<file path="config.mk">
export PLATFORM = sky130hd
export DESIGN_NAME = pool_engine
export DESIGN_NICKNAME = d
export VERILOG_FILES = /design/src/rtl/pool_engine.sv
export SDC_FILE = /design/constraint.sdc
export NUM_CORES = 1
export LEC_CHECK = 0
export CAP_MARGIN = 20
export CELL_PAD_IN_SITES_DETAIL_PLACEMENT = 1
export CELL_PAD_IN_SITES_GLOBAL_PLACEMENT = 1
export CORE_UTILIZATION = 30
export CTS_CLUSTER_DIAMETER = 100
export CTS_CLUSTER_SIZE = 12
export DETAILED_ROUTE_END_ITERATION = 7
export DONT_BUFFER_PORTS = 1
export PLACE_DENSITY = 0.59
export REMOVE_ABC_BUFFERS = 1
export SYNTH_ARGS = -nofsm -noshare
export SYNTH_HDL_FRONTEND = slang
export SYNTH_SLANG_ARGS = --single-unit
</file>
<file path="constraint.sdc">
create_clock -name clk -period 5.16 [get_ports clk]
set_input_delay 1.548 -clock clk [delete_from_list [all_inputs] [get_ports clk]]
set_output_delay 1.548 -clock clk [all_outputs]
set_load 0.05 [all_outputs]
</file>
<file path="src/rtl/pool_engine.sv">
// Streaming max/average pooling of 2^win_log2 SA beats per lane, full-width or split into two lanes.
// Result registered 1 cycle after the last beat; input stalls while an unconsumed result is held.
module pool_engine #(
    parameter int DATA_WIDTH   = 14,
    parameter int MAX_WIN_LOG2 = 4,
    parameter int WL_W         = $clog2(MAX_WIN_LOG2 + 1)
) (
    input  logic                  clk,
    input  logic                  reset,
    input  logic                  pool_enable,
    input  logic                  out_model,
    input  logic                  Sx,
    input  logic                  avg_mode,
    input  logic [WL_W-1:0]       win_log2,
    input  logic                  in_valid,
    output logic                  in_ready,
    input  logic [DATA_WIDTH-1:0] input_from_SA,
    output logic                  out_valid,
    input  logic                  out_ready,
    output logic [DATA_WIDTH-1:0] max_out
);
    localparam int LW = DATA_WIDTH / 2;
    localparam int AW = DATA_WIDTH + MAX_WIN_LOG2;
    localparam int CW = MAX_WIN_LOG2;

    logic [CW-1:0]         cnt_q, cnt_d;
    logic [AW-1:0]         acc_lo_q, acc_lo_d, acc_hi_q, acc_hi_d;
    logic                  cfg_model_q, cfg_model_d, cfg_sx_q, cfg_sx_d, cfg_avg_q, cfg_avg_d;
    logic [WL_W-1:0]       cfg_wl_q, cfg_wl_d;
    logic                  out_valid_q, out_valid_d;
    logic [DATA_WIDTH-1:0] res_q, res_d;

    logic                  accept, consume, first, last;
    logic                  model, sx, avg;
    logic [WL_W-1:0]       wl_in, wl;
    logic [CW:0]           win_len;
    logic [AW-1:0]         ext_lo, ext_hi, comb_lo, comb_hi, red_lo, red_hi;

    // Operands are already extended to AW, so one compare serves both lane widths.
    function automatic logic [AW-1:0] merge(input logic [AW-1:0] a, input logic [AW-1:0] b,
                                            input logic is_signed, input logic is_avg);
        logic greater;
        greater = is_signed ? ($signed(a) > $signed(b)) : (a > b);
        if (is_avg)
            return a + b;
        return greater ? a : b;
    endfunction

    function automatic logic [AW-1:0] scale(input logic [AW-1:0] s, input logic is_signed,
                                            input logic is_avg, input logic [WL_W-1:0] sh);
        logic signed [AW-1:0] s_sgn;
        s_sgn = $signed(s) >>> sh;
        if (!is_avg)
            return s;
        return is_signed ? $unsigned(s_sgn) : (s >> sh);
    endfunction

    assign in_ready  = pool_enable && (!out_valid_q || out_ready);
    assign out_valid = out_valid_q;
    assign max_out   = res_q;

    always_comb begin
        accept  = in_valid && in_ready;
        consume = out_valid_q && out_ready;
        first   = (cnt_q == '0);
        wl_in   = (win_log2 > WL_W'(MAX_WIN_LOG2)) ? WL_W'(MAX_WIN_LOG2) : win_log2;
        // Live config applies to the first beat; later beats use the latched copy.
        model   = first ? out_model : cfg_model_q;
        sx      = first ? Sx        : cfg_sx_q;
        avg     = first ? avg_mode  : cfg_avg_q;
        wl      = first ? wl_in     : cfg_wl_q;
        win_len = (CW+1)'(1) << wl;
        last    = ({1'b0, cnt_q} == win_len - 1'b1);

        ext_lo = model ? {{MAX_WIN_LOG2{sx & input_from_SA[DATA_WIDTH-1]}}, input_from_SA}
                       : {{(AW-LW){sx & input_from_SA[LW-1]}}, input_from_SA[LW-1:0]};
        ext_hi = {{(AW-LW){sx & input_from_SA[DATA_WIDTH-1]}}, input_from_SA[DATA_WIDTH-1:LW]};
        comb_lo = first ? ext_lo : merge(acc_lo_q, ext_lo, sx, avg);
        comb_hi = first ? ext_hi : merge(acc_hi_q, ext_hi, sx, avg);
        red_lo  = scale(comb_lo, sx, avg, wl);
        red_hi  = scale(comb_hi, sx, avg, wl);

        cnt_d       = cnt_q;
        acc_lo_d    = acc_lo_q;
        acc_hi_d    = acc_hi_q;
        cfg_model_d = cfg_model_q;
        cfg_sx_d    = cfg_sx_q;
        cfg_avg_d   = cfg_avg_q;
        cfg_wl_d    = cfg_wl_q;
        out_valid_d = out_valid_q;
        res_d       = res_q;

        if (consume) begin
            out_valid_d = 1'b0;
            res_d       = '0;
        end

        if (!pool_enable) begin
            cnt_d    = '0;
            acc_lo_d = '0;
            acc_hi_d = '0;
        end else if (accept) begin
            if (first) begin
                cfg_model_d = model;
                cfg_sx_d    = sx;
                cfg_avg_d   = avg;
                cfg_wl_d    = wl;
            end
            if (last) begin
                cnt_d       = '0;
                acc_lo_d    = '0;
                acc_hi_d    = '0;
                out_valid_d = 1'b1;
                res_d       = model ? red_lo[DATA_WIDTH-1:0] : {red_hi[LW-1:0], red_lo[LW-1:0]};
            end else begin
                cnt_d    = cnt_q + 1'b1;
                acc_lo_d = comb_lo;
                acc_hi_d = comb_hi;
            end
        end
    end

    always_ff @(posedge clk or negedge reset) begin
        if (!reset) begin
            cnt_q       <= '0;
            acc_lo_q    <= '0;
            acc_hi_q    <= '0;
            cfg_model_q <= 1'b0;
            cfg_sx_q    <= 1'b0;
            cfg_avg_q   <= 1'b0;
            cfg_wl_q    <= '0;
            out_valid_q <= 1'b0;
            res_q       <= '0;
        end else begin
            cnt_q       <= cnt_d;
            acc_lo_q    <= acc_lo_d;
            acc_hi_q    <= acc_hi_d;
            cfg_model_q <= cfg_model_d;
            cfg_sx_q    <= cfg_sx_d;
            cfg_avg_q   <= cfg_avg_d;
            cfg_wl_q    <= cfg_wl_d;
            out_valid_q <= out_valid_d;
            res_q       <= res_d;
        end
    end
endmodule

</file>
Word level (Yosys, flattened, before mapping)
Index checks and enable logic that the tools add are counted.

$add $sub $neg: 4. Order comparisons: 5. Equality and inequality tests: 2. Shift-type cells: 5. Mux-type cells: 39. Bitwise gates (word level): 2. Reduce and logical (&&, ||, !) cells: 7.

Operators by type and width (number): $mux 18 (15); $mux 14 (7); $gt 18x18->1 (3); $add 18x18->18 (2); $gt 18x8->1 (1); $shr 18x3->14 (1); $shr 18x3->7 (1); $sshr 18x3->14 (1); $sshr 18x3->7 (1); $mux 7 (2); $mux 4 (3); $mux 1 (10); $mux 3 (2); $eq 4x5->1 (1); $shl 1x3->5 const A (1); $sub 5x1->5 const B (1); $add 4x1->4 const B (1); $logic_not 4->1 (1); $gt 3x3->1 const B (1); $logic_and 1x1->1 (3); $reduce_and 3->1 (1); $and 1x1->1 (2); $ne 2x1->1 const B (1); $logic_not 1->1 (1); $logic_or 1x1->1 (1).

Register bits after elaboration: 61. Input port bits: 25.

Logic depth before layout (Yosys ltp)
Depth in word-level cells: 16. Depth in mapped cells: 22.

Worst setup path before layout
OpenSTA, ideal clock, no wires.

Kind: input port to flip-flop. From: input out_model. To: register res_q[5], in the netlist max_out[5]. Setup time: 0.087 ns. Data arrival time: 5.369 ns. Required time: 5.073 ns. Setup slack: -0.296 ns. Stages: 17. Path buffers: 1. Cells stage by stage: mux2i_1 mux2i_1 nor2_1 inv_1 ha_1 or4b_2 nor4bb_1 nand2_1 o211a_1 and2_1 buf_2 o21ai_2 a222oi_1 a211o_1 o21a_1 mux2_2 o211ai_1.

Longest elaborated chain between the ends: 14. Elaborated cells between the ends (all ways): 18. Those cells by class: add/sub (1); order compare (2); shift (2); mux (13).

RTL lines: from (decl) (line 11) `input logic out_model,`; $mux 1 * (line 68) `model = first ? out_model : cfg_model_q;`; $mux 18 * (line 75) `ext_lo = model ? {{MAX_WIN_LOG2{sx & input_from_SA[DATA_WIDTH-1]}}, input_from_SA}`; $gt 18x18->1 (line 43) `greater = is_signed ? ($signed(a) > $signed(b)) : (a > b);`; $mux 1 (line 43); $mux 18 (2 in a row) (line 46) `return greater ? a : b;`; $mux 18 * (line 78) `comb_lo = first ? ext_lo : merge(acc_lo_q, ext_lo, sx, avg);`; $shr 18x3->14 / $sshr 18x3->14 (equally long branches) (line 55, 52); $mux 14 (line 55) `return is_signed ? $unsigned(s_sgn) : (s >> sh);`; $mux 14 * (line 55); $mux 14 * (line 114) `res_d = model ? red_lo[DATA_WIDTH-1:0] : {red_hi[LW-1:0], red_lo[LW-1:0]};`; $mux 14 * (line 109) `if (last) begin`; $mux 14 * (line 102) `end else if (accept) begin`; $mux 14 * (line 98) `if (!pool_enable) begin`; via res_d[5] (line 31) `logic [DATA_WIDTH-1:0] res_q, res_d;`; to (signal assigned) (line 143) `res_q <= res_d;`; to (decl) (line 31).

Mark *: on every way through the listed nets, which the timed path passes. The rest lies on a longest branch. The select of a mux whose other input is x is not followed. A chain may end at the register's enable or synchronous reset.

Worst setup path after layout
From: input Sx. To: register res_q[11], in the netlist max_out[11].

Longest elaborated chain between the ends: 15. Elaborated cells between the ends (all ways): 32. Those cells by class: add/sub (2); order compare (4); shift (4); mux (20); bitwise (2).

RTL lines: from (decl) (line 12) `input logic Sx,`; $mux 1 * (line 69) `sx = first ? Sx : cfg_sx_q;`; $and 1x1->1, on equally long branches (line 76, 75, 77); $mux 18 (line 75); $gt 18x18->1 (line 43); $mux 1 (line 43); $mux 18 (2 in a row) (line 46); $mux 18 (line 78); $shr 18x3->14 / $sshr 18x3->14 (equally long branches) (line 55, 52); $mux 14 (2 in a row) (line 55); $mux 14 * (line 114); $mux 14 * (line 109); $mux 14 * (line 102); $mux 14 * (line 98); via res_d[11] (line 31).

Marked as above.

==> results.cfg <==
[outcome]
result_of_the_run = finished clean

[placement]
detailed_place.area_mm2 = 0.008623
placement.io_buffers = 0
global_placer_s_final_weighted_congestion = 0.8883
dpl_worst_slack_ns = -0.3708
place_inst = 1365
place_hpwl_mm = 23.36

[die]
die_height_um = 159.1
floorplan.die_area_mm2 = 0.02532
fp-row-count = 57
floorplan.core_area_mm2 = 0.02425
boundaryPins = 41
die_w_um = 159.1
start_util_pct = 30.55

[power_and_ir_drop]
share_seq_of_total_power_pct = 19.8
clkPwrFrac_pct = 14.3
p_sw_share_pct = 49.31
internal_power_mw = 2.395
power.share.combinational_pct = 65.9
vdd.ir_drop.worst_uv = 192.6
switching_power_mw = 2.329
power.density_cell_area_mw_per_mm2 = 519.4
p_leak_nw = 4.137

[critical_path]
timing.critical_path.buf_inv = 3
crit_family = compound AO/OA/AOI/OAI gates
path_max_fanout = 6
crit_type = input pin to register
timing.critical_path.required_ns = 5.43
worst_setup_path_end_kind = register
crit_arrival_ns = 5.24
critical-path-slowest-cell = or3_1
cp_peak_stage_delay_ns = 0.37
critPathLaunchType = input pin
path_cells = nor2b_1, mux2_2, and2_1, a21oi_2, inv_1, ha_2, buf_4, nand2_1, o21ai_0, or3_1, o21a_1, a31oi_1, xnor2_1, o211ai_1, buf_4, a22oi_1, o221ai_1, o221a_2, a21oi_1
crit_top_cell = buf_4

[global_routing]
overflow = 0
grt_usage_pct = 23.67
antenna_found_initial = 0
via_count_of_the_first_global_routing_pass = 8116
grt_first_pass_wirelength_mm = 47.15
grt_start_max_net_pins = 62

[route]
detail_route.first_pass.iterations = 5
postRouteAntennaNets = 0
drt-vias-per-instance = 5.729
post_drt_wl_per_cell_um = 21.61
wirelength_mm = 29.93
drc = 0
dr_total_vias = 7934
drt_first_iter_violations = 476

[synthesis]
synth-async-reset-ratio_pct = 100.0
synth.distinct_cells = 78
dominantRegCellSynth = dfrtp_1
post_synth_main_area_contributors = dfrtp_1 21%, ha_1 13%, a21oi_1 5.3%, nand2_1 4.7%, o21ai_0 4.7%
synth_simple_gate_area_share_pct = 20.30
seq_area_frac_synth_pct = 20.61
yosys.area.top_type = dfrtp_1
synth_compound_area_share_pct = 31.45
combinational_family_with_the_most_area_after_synthesis = compound AO/OA/AOI/OAI gates
syn_area_per_cell_um2 = 7.700
synth_top_area_share_pct = 20.61
synth_cells = 962
number_of_enable_type_register_cells_in_the_synthesized_netlist = 0
synth_adder_area_share_pct = 13.38
synthMuxAreaShare_pct = 5.676
ys_seq_elements = 61
parity_gate_share_of_the_synthesized_area_counting_xor_and_xnor_cells_pct = 2.720
ys_warn_count = 0
synth.cell_area_mm2 = 0.007407

[layout]
multi_input_comb_area_mm2 = 0.005594
sequential_cell_area_mm2 = 0.001526
drive_above_1_share_pct = 19.13
finalCoreUtilization_pct = 37.51
nFillCells = 3022
nets = 1159
final_cell_count_no_fill = 1385
area_delta_synth_final_pct = 22.79
final_cell_mix = 136 x buf_4, 92 x nand2_1, 75 x nor2_1, 75 x a21oi_1, 73 x ha_1
most_common_library_cell_in_the_layout_ignoring_fill_and_taps = buf_4
finalInstanceArea_mm2 = 0.009095
num_antenna_cells = 0

[run]
max_cap_violations = 0

[clock_network]
clock_tree.buffer_depth = 2
clock_insertion_delay_worst_skew_ns = 0.34
hold_buffers = 0
number_of_buffers_added_by_the_clock_tree_synthesis_step = 9
cts_tree = built
ctsRootBufferMaster = clkbuf_16
clock_tree.htree_level_count = 3
tritoncts_num_sinks = 61
clkTransAtPathRegs_ns = 0.06

[timing]
slew-limit-headroom_pct = 44.66
period_needed_ns = 4.967
rsz_0062_raised_after_global_routing = no
finalWorstSetupSlack_ns = 0.1927
finClkSkew_ns = 0.008411
final_max_slew_viol_count = 0
finalHoldViolCount = 0
worst_slew_pin_slew_ns = 0.8301
setup_viol = 0
max_freq_mhz = 201.3
final.period_utilization_pct = 96.27

[hold_path]
timing.hold.worst.class = register to register
Yosys cell counts, types with 6 or more instances:
| cell | instances |
|---|---|
| inv_1 | 53 |
| or3_1 | 11 |
| ha_1 | 76 |
| dfrtp_1 | 61 |
| a32oi_1 | 8 |
| a211oi_1 | 8 |
| a221o_1 | 8 |
| nor2_1 | 75 |
| nand4_1 | 6 |
| and2_1 | 10 |
| xnor2_1 | 18 |
| o22ai_1 | 12 |
| o31ai_1 | 6 |
| a31oi_1 | 17 |
| mux2_2 | 14 |
| nor2b_1 | 14 |
| nand2b_1 | 14 |
| and3_1 | 9 |
| a21oi_1 | 79 |
| nand3_1 | 30 |
| clkbuf_1 | 43 |
| nor3_1 | 27 |
| nand2_1 | 92 |
| o21ai_0 | 69 |
| mux2i_1 | 24 |
| a22oi_1 | 17 |
| a21o_1 | 16 |
| o211ai_1 | 16 |
| a22o_1 | 19 |
final cells by class:
cell class | count | area share [%]
clock buffer | 10 | 2.628
inverter | 54 | 2.229
timing repair buffer | 137 | 11.45
clock inverter | 6 | 0.9492
sequential | 61 | 16.78
tap | 324 | 4.457
multi-input combinational | 793 | 61.51
per-layer routing:
layer  wire, µm  vias to the layer above  global-route usage [%]
met5          0                        -                       0
met4        475                        0                   6.250
met3       1117                       29                   2.709
met2      14300                      141                   39.95
met1      14040                     3996                   31.92
li1           -                     3768                       -
sequential cells by signal, summed over array words and instances, names as in the netlist:
register,count
max_out,14
cfg_sx_q,1
cfg_model_q,1
acc_hi_q,18
cfg_avg_q,1
acc_lo_q,18
cfg_wl_q,3
cnt_q,4
out_valid,1
power by group through the flow:
| stage | sequential (mW) | clock, mW | combinational (mW) |
|---|---|---|---|
| 2_1_floorplan | 0.887 | 0 | 1.71 |
| 3_3_place_gp | 0.940 | 0 | 2.94 |
| 3_5_place_dp | 0.943 | 0 | 2.96 |
| 4_1_cts | 0.933 | 0.687 | 2.99 |
| 5_1_grt | 0.952 | 0.701 | 3.37 |
| 6_report | 0.935 | 0.675 | 3.11 |
kinds of logic after synthesis:
logic type,after synthesis
compound gates,342
simple gates,311
buf+inv,108
fa+ha+maj,78
flops,61
mux,39
xor+xnor,23
worst register-to-register path, cell delays in order (launching register included):
cell,delay [ns]
dfrtp_1,0.37
inv_1,0.09
ha_1,0.17
nor3b_2,0.17
buf_4,0.20
buf_4,0.23
mux2_2,0.45
a22oi_2,0.25
inv_1,0.11
ha_2,0.33
and3_1,0.22
buf_4,0.14
a32o_1,0.26
or3_1,0.32
a21oi_1,0.18
xnor2_1,0.20
a222oi_1,0.12
buf_4,0.19
a211o_1,0.29
o21a_1,0.13
mux2_2,0.26
o211ai_1,0.16
metrics by stage:
stage          TNS (ns)  total power, mW  hold slack, ns
2_1_floorplan   -118.11            2.598          0.4889
6_report              0            4.724          0.5583
3_5_place_dp     -3.826            3.904          0.5426
5_1_grt               0            5.025          0.5890
4_1_cts               0            4.611          0.5574
3_3_place_gp     -2.161            3.884          0.5353
timing repair:
item                       in CTS  in global routing
setup endpoints to repair       1                 14
pin swaps                       1                  6
gates resized for setup         0                 26
setup buffers                   1                  3
final timing paths:
kind / from / end / slack [ns] / cells after the start
min reg2reg: acc_lo_q[17] / acc_lo_q[17] / 0.56 / 1
min: acc_lo_q[17] / acc_lo_q[17] / 0.56 / 1
min in group asynchronous: reset / acc_hi_q[8] / 0.90 / 0
max in group asynchronous: reset / cfg_avg_q / 4.15 / 0
max: Sx / max_out[11] / 0.19 / 19
max reg2reg: cnt_q[0] / max_out[5] / 0.26 / 21
No activity file was read; power rests on OpenSTA's default activity.
==> variant: new RTL, same settings <==
Add an input register stage for `out_model` and `avg_mode`; this delays them by one clock. The other inputs are not delayed to match.
--- a/src/rtl/pool_engine.sv
+++ b/src/rtl/pool_engine.sv
@@ -23,4 +23,17 @@
     localparam int AW = DATA_WIDTH + MAX_WIN_LOG2;
     localparam int CW = MAX_WIN_LOG2;
+
+    logic out_model_q;
+    logic avg_mode_q;
+
+    always_ff @(posedge clk or negedge reset) begin
+        if (!reset) begin
+            out_model_q <= '0;
+            avg_mode_q  <= '0;
+        end else begin
+            out_model_q <= out_model;
+            avg_mode_q  <= avg_mode;
+        end
+    end
 
     logic [CW-1:0]         cnt_q, cnt_d;
@@ -66,7 +79,7 @@
         wl_in   = (win_log2 > WL_W'(MAX_WIN_LOG2)) ? WL_W'(MAX_WIN_LOG2) : win_log2;
         // Live config applies to the first beat; later beats use the latched copy.
-        model   = first ? out_model : cfg_model_q;
+        model   = first ? out_model_q : cfg_model_q;
         sx      = first ? Sx        : cfg_sx_q;
-        avg     = first ? avg_mode  : cfg_avg_q;
+        avg     = first ? avg_mode_q : cfg_avg_q;
         wl      = first ? wl_in     : cfg_wl_q;
         win_len = (CW+1)'(1) << wl;
Formal check against the unedited RTL: not equivalent (a bounded check fails within 4 cycles, from zero or initial values and one cycle with reset low).
==> variant against the unedited design <==
Power shrank 1.1%; die area grew 0.67%; area after synthesis grew 0.68%; routed wire length grew 1.9%; setup slack lost 0.056 ns; sequential cell count grew 2; cell count shrank 0.22%; sequential share of layout area grew 0.62 points; final area shrank 0.39%; critical endpoint is now max_out[5].
==> variant: results (changes against the unedited design) <==
- Status: finished, final reports clean (unchanged)
- Fraction of layout cells with a size suffix above 1: 18.3% (was 19.1%)
- Largest net degree at the start of global routing: 64 (was 62)
- Htree depth: 3 (unchanged)
- Pre-CTS setup slack: -0.248 ns (was -0.371 ns)
- Clock skew: 0.0116 ns (was 0.00841 ns)
- Leading area contributor after synthesis: dfrtp_1 (unchanged)
- DP Area: 8630 um2 (was 8620 um2)
- Gr usage total: 24.1% (was 23.7%)
- Final Net Count: 1156 (was 1159)
- Drt total wl: 30500 um (was 29900 um)
- Hold_sp: acc_lo_q[0] (was acc_lo_q[17])
- Seq/Total Area, Yosys: 21.1% (was 20.6%)
- Max VDD drop: 0.187 mV (was 0.193 mV)
- Worst relative slew slack: 51.6% (was 44.7%)
- Area growth syn-to-layout: 21.5% (was 22.8%)
- Vias in the first global route: 8338 (was 8116)
- Hold worst-path end: acc_lo_q[0] (was acc_lo_q[17])
- DRT Pass-1 Iters: 6 (was 5)
- Post-DP HPWL: 23700 um (was 23400 um)
- Initial antenna violation count: 0 (unchanged)
- Slowest stage delay, CP: 0.31 ns (was 0.37 ns)
- CTS Buffer Depth: 2 (unchanged)
- R2r startpoint: cnt_q[0] (unchanged)
- Most area-consuming cells after synthesis: dfrtp_1 (21%), ha_1 (13%), a21oi_1 (5.3%) (unchanged)
- Reg2reg setup slack: 0.22 ns (was 0.26 ns)
- Yosys warns: 0 (unchanged)
- CTS root buf: clkbuf_16 (unchanged)
- Crit path max-delay cell type: ha_1 (was or3_1)
- Critical-path maximum fanout: 7 (was 6)
- GPL Wtd Cong: 0.877 (was 0.888)
- Worst Path Arrival: 5.29 ns (was 5.24 ns)
- Detailed Route Iter0 Violations: 475 (was 476)
- Vias: 7949 (was 7934)
- First-pass GRT wire length: 48100 um (was 47200 um)
- Lkg Pwr: 4.12 nW (was 4.14 nW)
[variant: report_power, final]
group          total (mW)  switching (mW)  internal, mW
logic                3.06            1.74          1.33
registers           0.962           0.349         0.614
clock network       0.646           0.267         0.379
total                4.67            2.35          2.32
[variant: cell families after synthesis]
kind of cell / share of synthesized area, %
AO/OA/AOI/OAI: 31.2
XOR/XNOR: 2.70
adder cells (fa/ha/maj): 13.3
buffers and inverters: 5.82
flip-flops: 21.1
multiplexers: 5.64
AND/OR/NAND/NOR: 20.2
[variant: metrics by stage]
step	util, %	cells	hold slack (ns)
2_1_floorplan	-	910	0.489
3_3_place_gp	35.5	1362	0.518
3_5_place_dp	35.5	1362	0.562
4_1_cts	36.7	1378	0.578
5_1_grt	37.3	1382	0.600
6_report	37.3	1382	0.574
[variant: critical path, delay by kind of cell]
kind | cells | cell delay [ns]
compound gates | 7 | 1.33
fa+ha+maj | 1 | 0.31
xor+xnor | 1 | 0.25
mux | 2 | 0.56
buf+inv | 3 | 0.45
simple gates | 4 | 0.81
[variant: what timing repair did]
item | in CTS | in global routing
hold buffers | 0 | 0
setup buffers | 0 | 4
setup endpoints to repair | 0 | 15
gates resized for setup | 0 | 25
[variant: worst max-delay path by stage]
stage	to	slack [ns]	from
global placement	max_out[13]	-0.13	Sx
finish	max_out[5]	0.14	Sx
floorplan	max_out[5]	-3.13	cnt_q[0]
global route	max_out[13]	-0.05	Sx
detailed placement	max_out[5]	-0.25	Sx
CTS	max_out[5]	0.06	cnt_q[0]
[variant: layer usage]
layer / share of wire, % / global-route usage [%]
met5: 0 / 0
met4: 2.1 / 6.77
met3: 4.8 / 3.90
met2: 48 / 40.5
met1: 45 / 31.8
[variant: area by class of cell]
cell class	count	area, um2
fillers	2969	15300
multi-input cells	793	5570
flip-flops and latches	63	1580
repair buffers	132	1000
well taps	324	405
clock buffers	9	225
inverters	54	203
clock inverters	7	80.1
